`src/rtl/axi_burst_writer.sv`:
```
// AXI4 write master: splits a beat-count write command into INCR bursts that are
// capped at MAX_BURST beats and never cross a 4 KB boundary.
module axi_burst_writer #(
    parameter int                  DATA_WIDTH  = 64,
    parameter int                  ADDR_WIDTH  = 29,
    parameter int                  ID_WIDTH    = 4,
    parameter logic [ID_WIDTH-1:0] AXI_ID      = '1,
    parameter int                  MAX_BURST   = 256,
    parameter int                  BEATS_WIDTH = 16
) (
    input  logic                      ACLK,
    input  logic                      ARESETN,
    input  logic                      cmd_valid,
    output logic                      cmd_ready,
    input  logic [ADDR_WIDTH-1:0]     cmd_addr,
    input  logic [BEATS_WIDTH-1:0]    cmd_beats,
    input  logic [DATA_WIDTH-1:0]     s_data,
    input  logic                      s_valid,
    output logic                      s_ready,
    output logic                      done,
    output logic                      err,
    output logic [ID_WIDTH-1:0]       m_axi_awid,
    output logic [ADDR_WIDTH-1:0]     m_axi_awaddr,
    output logic [7:0]                m_axi_awlen,
    output logic [2:0]                m_axi_awsize,
    output logic [1:0]                m_axi_awburst,
    output logic                      m_axi_awlock,
    output logic [3:0]                m_axi_awcache,
    output logic [2:0]                m_axi_awprot,
    output logic [3:0]                m_axi_awqos,
    output logic                      m_axi_awvalid,
    input  logic                      m_axi_awready,
    output logic [DATA_WIDTH-1:0]     m_axi_wdata,
    output logic [DATA_WIDTH/8-1:0]   m_axi_wstrb,
    output logic                      m_axi_wlast,
    output logic                      m_axi_wvalid,
    input  logic                      m_axi_wready,
    input  logic [ID_WIDTH-1:0]       m_axi_bid,
    input  logic [1:0]                m_axi_bresp,
    input  logic                      m_axi_bvalid,
    output logic                      m_axi_bready
);
    localparam int STRB_W = DATA_WIDTH / 8;
    localparam int SIZE   = $clog2(STRB_W);
    localparam int LEN_W  = 9;

    typedef enum logic [2:0] {
        IDLE  = 3'd0,
        CALC  = 3'd1,
        BURST = 3'd2,
        RESP  = 3'd3,
        DONE  = 3'd4
    } state_t;

    state_t                 state, state_nxt;
    logic [ADDR_WIDTH-1:0]  addr;
    logic [BEATS_WIDTH-1:0] remaining;
    logic [LEN_W-1:0]       len, beat_cnt, len_calc;
    logic [12:0]            to_4k;
    logic                   aw_done, w_done, err_acc;
    logic                   aw_hs, w_hs, b_hs;
    logic                   sig_unused;

    function automatic logic [LEN_W-1:0] burst_len(input logic [BEATS_WIDTH-1:0] rem,
                                                   input logic [12:0] room);
        logic [31:0] n;
        n = 32'(rem);
        if (n > 32'(MAX_BURST)) n = 32'(MAX_BURST);
        if (n > 32'(room)) n = 32'(room);
        return n[LEN_W-1:0];
    endfunction

    // Beats left before the next 4 KB page, then the clipped burst length
    assign to_4k    = (13'd4096 - {1'b0, addr[11:0]}) >> SIZE;
    assign len_calc = burst_len(remaining, to_4k);

    assign m_axi_awid    = AXI_ID;
    assign m_axi_awsize  = 3'(SIZE);
    assign m_axi_awburst = 2'b01;
    assign m_axi_awlock  = 1'b0;
    assign m_axi_awcache = 4'b0011;
    assign m_axi_awprot  = 3'b000;
    assign m_axi_awqos   = 4'b0000;
    assign m_axi_wstrb   = '1;
    assign m_axi_wdata   = s_data;

    assign m_axi_awvalid = (state == BURST) & ~aw_done;
    assign m_axi_wvalid  = (state == BURST) & ~w_done & s_valid;
    assign m_axi_wlast   = m_axi_wvalid & (beat_cnt == len - 9'd1);
    assign m_axi_bready  = (state == RESP);
    assign s_ready       = m_axi_wvalid & m_axi_wready;
    assign cmd_ready     = (state == IDLE);
    assign done          = (state == DONE);
    assign err           = (state == DONE) & err_acc;

    assign aw_hs = m_axi_awvalid & m_axi_awready;
    assign w_hs  = m_axi_wvalid & m_axi_wready;
    assign b_hs  = m_axi_bvalid & m_axi_bready;

    assign sig_unused = ^{m_axi_bid, cmd_addr[SIZE-1:0]};

    always_ff @(posedge ACLK or negedge ARESETN) begin
        if (!ARESETN) state <= IDLE;
        else          state <= state_nxt;
    end

    always_comb begin
        state_nxt = state;
        case (state)
            IDLE:    if (cmd_valid) state_nxt = (cmd_beats == '0) ? DONE : CALC;
            CALC:    state_nxt = BURST;
            BURST:   if ((aw_done | aw_hs) & (w_done | (w_hs & m_axi_wlast))) state_nxt = RESP;
            RESP:    if (b_hs) state_nxt = (remaining != BEATS_WIDTH'(len)) ? CALC : DONE;
            DONE:    state_nxt = IDLE;
            default: state_nxt = IDLE;
        endcase
    end

    always_ff @(posedge ACLK or negedge ARESETN) begin
        if (!ARESETN) begin
            addr         <= '0;
            remaining    <= '0;
            len          <= '0;
            beat_cnt     <= '0;
            aw_done      <= 1'b0;
            w_done       <= 1'b0;
            err_acc      <= 1'b0;
            m_axi_awaddr <= '0;
            m_axi_awlen  <= '0;
        end else begin
            case (state)
                IDLE: if (cmd_valid) begin
                    addr      <= {cmd_addr[ADDR_WIDTH-1:SIZE], {SIZE{1'b0}}};
                    remaining <= cmd_beats;
                    err_acc   <= 1'b0;
                end
                CALC: begin
                    len          <= len_calc;
                    m_axi_awaddr <= addr;
                    m_axi_awlen  <= 8'(len_calc - 9'd1);
                    aw_done      <= 1'b0;
                    w_done       <= 1'b0;
                    beat_cnt     <= '0;
                end
                BURST: begin
                    if (aw_hs) aw_done <= 1'b1;
                    if (w_hs) begin
                        beat_cnt <= beat_cnt + 9'd1;
                        if (m_axi_wlast) w_done <= 1'b1;
                    end
                end
                RESP: if (b_hs) begin
                    err_acc   <= err_acc | (m_axi_bresp != 2'b00);
                    addr      <= addr + (ADDR_WIDTH'(len) << SIZE);
                    remaining <= remaining - BEATS_WIDTH'(len);
                end
                default: ;
            endcase
        end
    end
endmodule

```
`config.mk`:
```
export PLATFORM = sky130hd
export DESIGN_NAME = axi_burst_writer
export DESIGN_NICKNAME = d
export VERILOG_FILES = /design/src/rtl/axi_burst_writer.sv
export SDC_FILE = /design/constraint.sdc
export NUM_CORES = 1
export LEC_CHECK = 0
export CAP_MARGIN = 30
export CORE_UTILIZATION = 50
export DETAILED_ROUTE_END_ITERATION = 16
export PLACE_DENSITY_LB_ADDON = 0.1
export REMOVE_ABC_BUFFERS = 1
export SYNTH_ARGS = -nofsm -noshare
export SYNTH_HDL_FRONTEND = slang
export SYNTH_SLANG_ARGS = --single-unit
```
`constraint.sdc`:
```
create_clock -name ACLK -period 7.6 [get_ports ACLK]
set_input_delay 1.52 -clock ACLK [delete_from_list [all_inputs] [get_ports ACLK]]
set_output_delay 1.52 -clock ACLK [all_outputs]
set_load 0.01 [all_outputs]
```
==> impl_metrics.py, run 1 <==
metrics = {
    "logic_synthesis": {
        "synth_seq_cells": 100,
        "synth_adder_area_share": 0.06172,
        "synth-compound-area-share": 0.1705,
        "synth.cell_area_mm2": 0.007338,
        "synthXorXnorAreaFrac": 0.04638,
        "synthCells": 874,
        "synth_top_family_by_area": "simple AND/OR/NAND/NOR gates",
        "synthMuxAreaShare": 0.02677,
        "synth.distinct_cells": 74,
        "syn-mean-instance-area_um2": 8.396,
        "async_flop_share": 1.000,
        "synth_ff_type": "dfrtp_1",
        "synth_enable_flop_cells": 0,
        "yosys.area_share.simple": 0.2199,
        "synth_warnings": 0,
        "yosysSeqAreaShare": 0.3410,
    },
    "sta": {
        "setup_viol": 0,
        "finalHoldViolCount": 0,
        "slew_viol_final": 0,
        "timing.final.crit_share": 0.6607,
        "setup-tns-final_ns": 0,
        "period_needed_ns": 5.021,
        "rsz0062_at_grt": "false",
        "slew_headroom": 0.3881,
        "setup_slack_ns": 2.579,
        "whs_ns": 0.4765,
        "timing.fmax_mhz": 199.1,
        "worst-slew-pin-transition_ns": 0.9157,
        "finalClockSkew_ns": 0.007687,
    },
    "final_layout": {
        "nets": 1042,
        "final_cell_mix": "148 x nand2_1, 100 x dfrtp_1, 91 x clkdlybuf4s50_1",
        "finalNonFillerCells": 1070,
        "diodes": 0,
        "layout_commonest_cell": "nand2_1",
        "synthToLayoutAreaGrowth_pct": 11.32,
        "layout-drive-gt1-share": 0.05618,
        "fill_cells": 1275,
    },
    "outcome": {
        "status": "complete, no violations",
    },
    "cts": {
        "clk_pin_slew_ns": 0.07,
        "cts_buffer_depth": 2,
        "clkSinkCount": 100,
        "cts_root_buf": "clkbuf_16",
        "numCtsBuffers": 9,
        "insertion_delay_ns": 0.36,
        "post_cts.resized_instances": 0,
        "post_cts_buffers": 0,
        "cts_tree": "built",
        "ctsHtreeMaxLevel": 3,
        "cts.hold.buffers_added": 0,
    },
    "setup_path": {
        "r2r-end": "m_axi_awlen[4]",
        "worst_setup_path_end_kind": "flop",
        "critical_path.endpoint": "m_axi_awlen[4]",
        "rr_startpoint": "remaining[10]",
        "critPathArrivalTime_ns": 5.27,
        "critPathKind": "flop to flop",
        "rrSetupSlack_ns": 2.58,
        "required_ns": 7.85,
        "ff2ff_path_depth": 18,
        "critPathMaxFanout": 12,
        "cp-startpoint": "remaining[10]",
        "critPathLaunchType": "flop",
    },
    "detailed_routing": {
        "routed_via_density": 5.961,
        "first_pass_iters": 5,
        "drc": 0,
        "ant_nets": 0,
        "routed_wl_mm": 24.05,
        "first_iter_violations": 354,
        "num_vias": 6378,
        "wl_per_cell_um": 22.47,
    },
    "job": {
        "cap_violations": 0,
    },
    "die": {
        "fp-row-count": 43,
        "core_area_mm2": 0.01410,
        "ioPinCount": 260,
        "die_y_um": 123.1,
        "start_util": 0.5206,
        "die_width_um": 123.1,
        "dieArea_mm2": 0.01516,
    },
    "place": {
        "port_buffers": 92,
        "pre_cts_ws_ns": 2.693,
        "dp_cells": 1054,
        "hpwl_mm": 18.51,
        "routabilityCongestion": 0.8903,
    },
    "global_routing": {
        "grt_usage": 0.3269,
        "antenna_found_initial": 0,
        "gr-total-overflow": 0,
        "grt_pass1_vias": 6009,
        "grt_max_degree": 55,
        "grt_pass1_wl_mm": 36.27,
    },
    "pwr": {
        "p_total_mw": 3.548,
        "cellPowerDensity_mw_per_mm2": 434.3,
        "p_leak_nw": 3.599,
        "max-vdd-ir-drop_mv": 0.2158,
    },
    "min_path": {
        "hp-class": "flop to flop",
        "hold_depth": 2,
    },
}
[flip-flops by register name (all words and copies together), names as in the netlist]
register      flops
addr             26
m_axi_awaddr     26
remaining        16
beat_cnt          9
len               9
m_axi_awlen       8
state             3
aw_done           1
err_acc           1
w_done            1
[power by group]
part           total, mW  internal [mW]  switching [mW]  leakage, nW
combinational       2.00          0.899            1.10         2.23
clock              0.502          0.272           0.230        0.154
sequential          1.05          0.765           0.286         1.22
total               3.55           1.94            1.61         3.60
[layout make-up]
cell class	count	area, µm²	area share
Sequential cell	100	2502	0.3063
Clock inverter	6	77.57	0.009496
Tap cell	180	225.2	0.02757
Multi-Input combinational cell	643	3990	0.4884
Timing Repair Buffer	102	1026	0.1256
Clock buffer	10	239.0	0.02925
Inverter	29	108.9	0.01333
[critical path, stage by stage, from the launching register on]
cell and delay [ns]:
dfrtp_1 0.46, or4_4 0.55, nor3_4 0.27, and3b_1 0.34, and2_1 0.20, ha_1 0.25, nor2b_1 0.13, o211ai_1 0.18
a21oi_1 0.10, o21ai_1 0.65, buf_4 0.32, nor2_1 0.05, a21oi_1 0.18, ha_1 0.34, inv_1 0.09, or3_1 0.31
a22oi_1 0.22, a21oi_1 0.11, a21o_1 0.16
[logic make-up after synthesis]
kind of cell               count (synthesis)
AOI/OAI and AO/OA                        182
xor gates and xnor gates                  38
other                                      2
buffers and inverters                    162
muxes                                     19
and+or+nand+nor                          336
DFF                                      100
adders and majority gates                 35
[cells in the mapped netlist, types with 4 or more instances]
| master | count | area, µm² |
|---|---|---|
| nor2b_1 | 16 | 100.1 |
| a32oi_1 | 4 | 35.03 |
| o311ai_0 | 5 | 43.79 |
| mux2_2 | 5 | 56.30 |
| buf_4 | 96 | 720.7 |
| a21oi_1 | 30 | 150.1 |
| o21ai_0 | 45 | 225.2 |
| dfrtp_1 | 100 | 2502 |
| buf_1 | 5 | 18.77 |
| and2_1 | 5 | 31.28 |
| nand2_1 | 148 | 555.5 |
| nor4_1 | 9 | 56.30 |
| nand3_1 | 23 | 115.1 |
| o31ai_1 | 4 | 30.03 |
| a221o_1 | 6 | 60.06 |
| xor2_1 | 14 | 122.6 |
| nand3b_1 | 4 | 30.03 |
| mux2i_1 | 14 | 140.1 |
| a221oi_1 | 8 | 70.07 |
| a22oi_1 | 9 | 67.56 |
| a31oi_1 | 4 | 25.02 |
| o22ai_1 | 6 | 37.54 |
| and3b_1 | 4 | 35.03 |
| o21ai_1 | 5 | 25.02 |
| nand2b_1 | 6 | 37.54 |
| xnor2_1 | 23 | 201.4 |
| nand4_1 | 8 | 50.05 |
| and3_1 | 12 | 75.07 |
| or3_1 | 8 | 50.05 |
| a211oi_1 | 4 | 30.03 |
| inv_1 | 29 | 108.9 |
| a21o_1 | 7 | 52.55 |
| or2_2 | 5 | 31.28 |
| nor3_1 | 24 | 120.1 |
| buf_2 | 4 | 20.02 |
| o211ai_1 | 9 | 67.56 |
| o21a_1 | 6 | 45.04 |
| nor2_1 | 50 | 187.7 |
| ha_1 | 33 | 412.9 |
| clkbuf_1 | 28 | 105.1 |
[how the worst min path moves through the flow]
stage | startpoint | end
floorplan | addr[28] | m_axi_awaddr[28]
global placement | m_axi_awaddr[10] | m_axi_awaddr[10]
detailed placement | m_axi_awaddr[15] | m_axi_awaddr[15]
CTS | m_axi_awaddr[15] | m_axi_awaddr[15]
global route | m_axi_awaddr[7] | m_axi_awaddr[7]
finish | m_axi_awaddr[17] | m_axi_awaddr[17]
[per-stage QoR]
stage / util / area [µm²]
final: 0.5795 / 8169
after detailed placement: 0.5571 / 7853
after global routing: 0.5795 / 8169
after floorplan: - / 6590
after CTS: 0.5795 / 8169
after global placement: 0.5537 / 7805
[per-layer routing]
metal / track usage / share of wire / routed length, µm
met5: 0.07292 / 0.0065 / 156
met2: 0.4937 / 0.43 / 10410
met1: 0.3737 / 0.38 / 9112
met4: 0.1288 / 0.031 / 753
met3: 0.1882 / 0.15 / 3617
(Power assumes the default switching activity.)
==> run 2: changes to the inputs <==
- CORE_UTILIZATION: 50 -> 46
- clock period: 7.6 -> 4.7 ns (I/O delays scaled with it)
==> run 2 against run 1 <==
Against the previous run:
- non-clock buffer count rose by 3
- combinational power rose by 61%
- clock-buffer cell count rose by 1
- core utilization fell by 4.6 points
- sequential cell count did not move
- via count fell by 1.2%
- die area rose by 8.6%
- hold slack got worse by 0.0031 ns
- register-to-register slack got worse by 2.3 ns
- largest power group unchanged
- largest cell class unchanged
- final area rose by 0.35%
- global-route usage fell by 3.5 points
==> impl_metrics.py, run 2 (synthesized netlist as in run 1, its figures left out) <==
metrics = {
    "pwr": {
        "p_total_mw": 5.685,
        "comb_power_share": 0.565,
        "swShare": 0.4523,
        "clkPwrFrac": 0.136,
        "p_leak_nw": 3.601,
        "netSwitchingPower_mw": 2.571,
        "pwr-share-seq": 0.299,
        "p_int_mw": 3.114,
        "cellPowerDensity_mw_per_mm2": 693.5,
        "max-vdd-ir-drop_mv": 0.2835,
    },
    "min_path": {
        "hold_end": "m_axi_awaddr[16]",
        "hold_depth": 2,
        "hp-class": "flop to flop",
        "min_from": "m_axi_awaddr[16]",
    },
    "final_layout": {
        "layout_commonest_cell": "nand2_1",
        "finalNonFillerCells": 1104,
        "fill_cells": 1465,
        "top_regs": "addr (26), m_axi_awaddr (26), remaining (16)",
        "synthToLayoutAreaGrowth_pct": 11.71,
        "finalInstanceArea_mm2": 0.008198,
        "diodes": 0,
        "nets": 1045,
        "final_cell_mix": "148 x nand2_1, 100 x dfrtp_1, 91 x clkdlybuf4s50_1",
        "utilization": 0.5333,
        "layout-drive-gt1-share": 0.05823,
    },
    "setup_path": {
        "critPathArrivalTime_ns": 4.65,
        "ff2ff_path_depth": 17,
        "cp-startpoint": "remaining[10]",
        "r2r-end": "m_axi_awlen[4]",
        "critPathLaunchType": "flop",
        "critPathKind": "flop to flop",
        "critPathMaxFanout": 8,
        "worst_setup_path_end_kind": "flop",
        "rr_startpoint": "remaining[10]",
        "required_ns": 4.94,
        "rrSetupSlack_ns": 0.29,
    },
    "sta": {
        "setup-tns-final_ns": 0,
        "finalHoldViolCount": 0,
        "timing.final.crit_share": 0.9377,
        "slew_headroom": 0.3514,
        "rsz0062_at_grt": "false",
        "finalClockSkew_ns": 0.01128,
        "worst-slew-pin-transition_ns": 0.9706,
        "whs_ns": 0.4734,
        "setup_slack_ns": 0.2929,
        "period_needed_ns": 4.407,
        "setup_viol": 0,
        "slew_viol_final": 0,
        "timing.fmax_mhz": 226.9,
    },
    "place": {
        "pre_cts_ws_ns": 0.4068,
        "port_buffers": 92,
        "hpwl_mm": 17.86,
        "dp_cells": 1088,
        "dpl-instance-area_mm2": 0.007894,
        "routabilityCongestion": 0.9026,
    },
    "die": {
        "die_width_um": 128.3,
        "dieArea_mm2": 0.01646,
        "ioPinCount": 260,
        "core_area_mm2": 0.01537,
        "die_y_um": 128.3,
        "start_util": 0.4774,
        "fp-row-count": 45,
    },
    "detailed_routing": {
        "drc": 0,
        "top_layer_used": "met5",
        "routed_wl_mm": 23.28,
        "ant_nets": 0,
        "m1WireLength_mm": 9.914,
        "wl_per_cell_um": 21.09,
        "wl_met2_mm": 9.620,
        "dr_wl_met3_mm": 3.312,
        "first_pass_iters": 6,
        "first_iter_violations": 536,
        "routed_via_density": 5.706,
        "num_vias": 6299,
    },
    "global_routing": {
        "grt_usage": 0.2915,
        "grt_pass1_wl_mm": 35.60,
        "grt_max_degree": 44,
        "antenna_found_initial": 0,
        "grt_pass1_vias": 6032,
        "gr-total-overflow": 0,
    },
    "cts": {
        "clkSinkCount": 100,
        "post_cts.resized_instances": 0,
        "numCtsBuffers": 9,
        "cts_buffer_depth": 2,
        "clk_pin_slew_ns": 0.07,
        "cts_root_buf": "clkbuf_16",
        "insertion_delay_ns": 0.36,
        "cts_tree": "built",
        "post_cts_buffers": 0,
        "ctsHtreeMaxLevel": 3,
        "cts.hold.buffers_added": 0,
    },
    "outcome": {
        "status": "complete, no violations",
    },
    "job": {
        "cap_violations": 0,
    },
}
[run 2: changes by cell type in the layout (fill, tap and decap cells not counted)]
cell,change
inv_8,-2
clkinv_4,+3
buf_16,-1
clkbuf_1,+1
buf_4,+4
clkinvlp_4,-1
clkinv_2,+1
inv_6,-2
[run 2: worst max path at each step]
stage	slack, ns	cells past startpoint	end
floorplan	0.19	16	m_axi_awlen[4]
global route	0.08	17	m_axi_awlen[4]
CTS	0.38	17	m_axi_awlen[4]
global placement	0.52	17	m_axi_awlen[4]
finish	0.29	17	m_axi_awlen[4]
detailed placement	0.41	17	m_axi_awlen[4]
[run 2: critical path: stages (launching register included)]
cell      delay (ns)
dfrtp_1         0.47
or4_4           0.56
nor3_4          0.28
and3b_1         0.36
and2_1          0.20
ha_1            0.25
nor2b_1         0.13
o211ai_1        0.16
a21oi_1         0.09
o21ai_1         0.32
nor2_1          0.08
a21oi_1         0.20
ha_1            0.31
inv_1           0.08
or3_1           0.31
a22oi_1         0.23
a21oi_1         0.12
a21o_1          0.16
[run 2: power groups by stage]
stage	sequential, mW	combinational [mW]	clock (mW)
finish	1.70	3.21	0.775
global route	1.77	3.58	0.820
CTS	1.70	3.20	0.794
detailed placement	1.71	3.18	0
global placement	1.69	3.09	0
floorplan	1.64	2.13	0
[run 2: layer usage]
metal  vias to the layer above  track usage
li1                       2964            -
met2                       301       0.4095
met4                         4      0.07612
met1                      3001       0.3695
met3                        29       0.1736
met5                         -      0.07647
[run 2: final cells by class]
| cell class | instances | area [µm²] | area share |
|---|---|---|---|
| clock buffer | 11 | 242.7 | 0.02961 |
| inverter | 29 | 108.9 | 0.01328 |
| tap | 211 | 264.0 | 0.03220 |
| timing repair buffer | 105 | 1028 | 0.1255 |
| clock inverter | 5 | 61.31 | 0.007479 |
| sequential | 100 | 2502 | 0.3053 |
| multi-input combinational | 643 | 3990 | 0.4867 |
==> run 3: changes to the inputs <==
- CORE_ASPECT_RATIO: not set -> 1.1
- PLACE_DENSITY: not set -> 0.82
- PLACE_DENSITY_LB_ADDON: 0.1 -> not set
- TNS_END_PERCENT: not set -> 50
==> run 3 against run 2 <==
Against the previous run:
- fmax increased by 2.1%
- clock-buffer cell count decreased by 1
- wire length increased by 0.34%
- sequential power about the same
- clock skew increased by 0.0026 ns
- critical path type unchanged
- largest cell class unchanged
==> impl_metrics.py, run 3 (synthesized netlist as in run 1, its figures left out) <==
metrics = {
    "sta": {
        "period_needed_ns": 4.317,
        "worst-slew-pin-transition_ns": 0.7953,
        "finalHoldViolCount": 0,
        "slew_headroom": 0.4685,
        "setup_viol": 0,
        "timing.fmax_mhz": 231.7,
        "rsz0062_at_grt": "false",
        "finalClockSkew_ns": 0.01388,
        "setup-tns-final_ns": 0,
        "slew_viol_final": 0,
        "timing.final.crit_share": 0.9184,
    },
    "die": {
        "start_util": 0.4700,
        "ioPinCount": 260,
        "fp-row-count": 48,
        "die_width_um": 122.4,
        "dieArea_mm2": 0.01646,
        "core_area_mm2": 0.01562,
        "die_y_um": 134.5,
    },
    "final_layout": {
        "top_regs": "addr (26), m_axi_awaddr (26), remaining (16)",
        "utilization": 0.5266,
        "nets": 1046,
        "fill_cells": 1452,
        "layout_commonest_cell": "nand2_1",
        "diodes": 0,
        "layout-drive-gt1-share": 0.06040,
        "synthToLayoutAreaGrowth_pct": 12.05,
        "final_cell_mix": "148 x nand2_1, 100 x dfrtp_1, 91 x clkdlybuf4s50_1",
    },
    "pwr": {
        "clkPwrFrac": 0.133,
        "swShare": 0.4540,
        "p_leak_nw": 3.616,
        "max-vdd-ir-drop_mv": 0.2774,
        "comb_power_share": 0.568,
        "pwr-share-seq": 0.299,
        "p_int_mw": 3.089,
        "cellPowerDensity_mw_per_mm2": 687.9,
        "netSwitchingPower_mw": 2.568,
    },
    "global_routing": {
        "grt_util_met2": 0.4419,
        "gr-total-overflow": 0,
        "antenna_found_initial": 0,
        "grt_max_degree": 76,
        "busiest_layer": "met2",
        "grt_util_met3": 0.1959,
        "met1_usage": 0.3146,
        "grt_pass1_vias": 6003,
        "grt_pass1_wl_mm": 35.69,
        "grt_usage": 0.2915,
    },
    "detailed_routing": {
        "ant_nets": 0,
        "wl_per_cell_um": 21.35,
        "num_vias": 6360,
        "routed_wl_mm": 23.36,
        "first_iter_violations": 448,
        "first_pass_iters": 5,
        "routed_via_density": 5.814,
        "drc": 0,
    },
    "cts": {
        "cts_root_buf": "clkbuf_16",
        "post_cts_buffers": 0,
        "cts.hold.buffers_added": 0,
        "clkSinkCount": 100,
        "post_cts.resized_instances": 0,
        "cts_tree": "built",
        "numCtsBuffers": 9,
        "cts_buffer_depth": 2,
        "ctsHtreeMaxLevel": 3,
        "clk_pin_slew_ns": 0.08,
        "insertion_delay_ns": 0.36,
    },
    "min_path": {
        "hp-class": "flop to flop",
        "min_from": "m_axi_awaddr[9]",
    },
    "setup_path": {
        "rr_startpoint": "remaining[10]",
        "critPathLaunchType": "flop",
        "critPathMaxFanout": 8,
        "required_ns": 4.95,
        "cp-startpoint": "remaining[10]",
        "worst_setup_path_end_kind": "flop",
        "critPathArrivalTime_ns": 4.56,
        "critPathKind": "flop to flop",
    },
    "place": {
        "routabilityCongestion": 0.9015,
        "port_buffers": 92,
        "hpwl_mm": 18.36,
    },
    "outcome": {
        "status": "complete, no violations",
    },
    "job": {
        "cap_violations": 0,
    },
}
-- run 3: cell count changes in the layout (fill, tap and decap cells not counted), sizes merged --
cell      previous run  this run
clkinv               4         1
bufinv               1         0
buf                 14        15
clkinvlp             0         1
clkbuf              11        10
inv                 29        33
-- run 3: per-layer routing --
metal  wire length [µm]  up-vias
met5                166        -
met4                702        4
met3               3786       44
met2              10300      343
met1               8403     2993
li1                   -     2976
-- run 3: worst max-delay path, cell delays in order (launching register included) --
cell	delay, ns
dfrtp_1	0.47
or4_4	0.56
nor3_4	0.29
and3b_1	0.35
and2_1	0.19
ha_1	0.25
nor2b_1	0.14
o211ai_1	0.15
a21oi_1	0.08
o21ai_1	0.25
buf_4	0.21
mux2_2	0.18
ha_1	0.26
inv_1	0.08
or3_1	0.30
a22oi_1	0.19
a21oi_1	0.10
a21o_1	0.15
-- run 3: power groups by stage --
stage / Clock [mW] / Combinational (mW) / Sequential, mW
after floorplan: 0 / 2.13 / 1.64
after global placement: 0 / 3.04 / 1.69
after detailed placement: 0 / 3.17 / 1.70
after CTS: 0.761 / 3.19 / 1.68
after global routing: 0.793 / 3.56 / 1.75
final: 0.752 / 3.21 / 1.69
-- run 3: through the flow --
stage               cells  area (µm²)  total power [mW]  setup WS (ns)  hold WS [ns]
detailed placement   1077        7904             4.863         0.4829        0.4612
floorplan             772        6590             3.761         0.1926        0.4615
global route         1094        8223             6.098         0.1077        0.5073
CTS                  1093        8195             5.629         0.4639        0.4822
finish               1094        8223             5.657         0.3834        0.4792
global placement     1074        7845             4.727         0.5321        0.4605
-- run 3: path summary, 6_finish.rpt --
kind	slack, ns	to	cells after the start
hold reg to reg	0.48	m_axi_awaddr[9]	2
max in group asynchronous	3.19	len[7]	3
setup / recovery	0.38	m_axi_awlen[4]	17
hold / removal	0.48	m_axi_awaddr[9]	2
min in group asynchronous	0.52	addr[5]	1
setup reg to reg	0.38	m_axi_awlen[4]	17
-- run 3: area by class of cell --
cell class,count,area (µm²),area share
clock buffer,10,239.0,0.02906
clock inverter,6,52.55,0.006391
tap,200,250.2,0.03043
sequential,100,2502,0.3043
multi-input combinational,643,3990,0.4852
timing repair buffer,106,1080,0.1313
inverter,29,108.9,0.01324
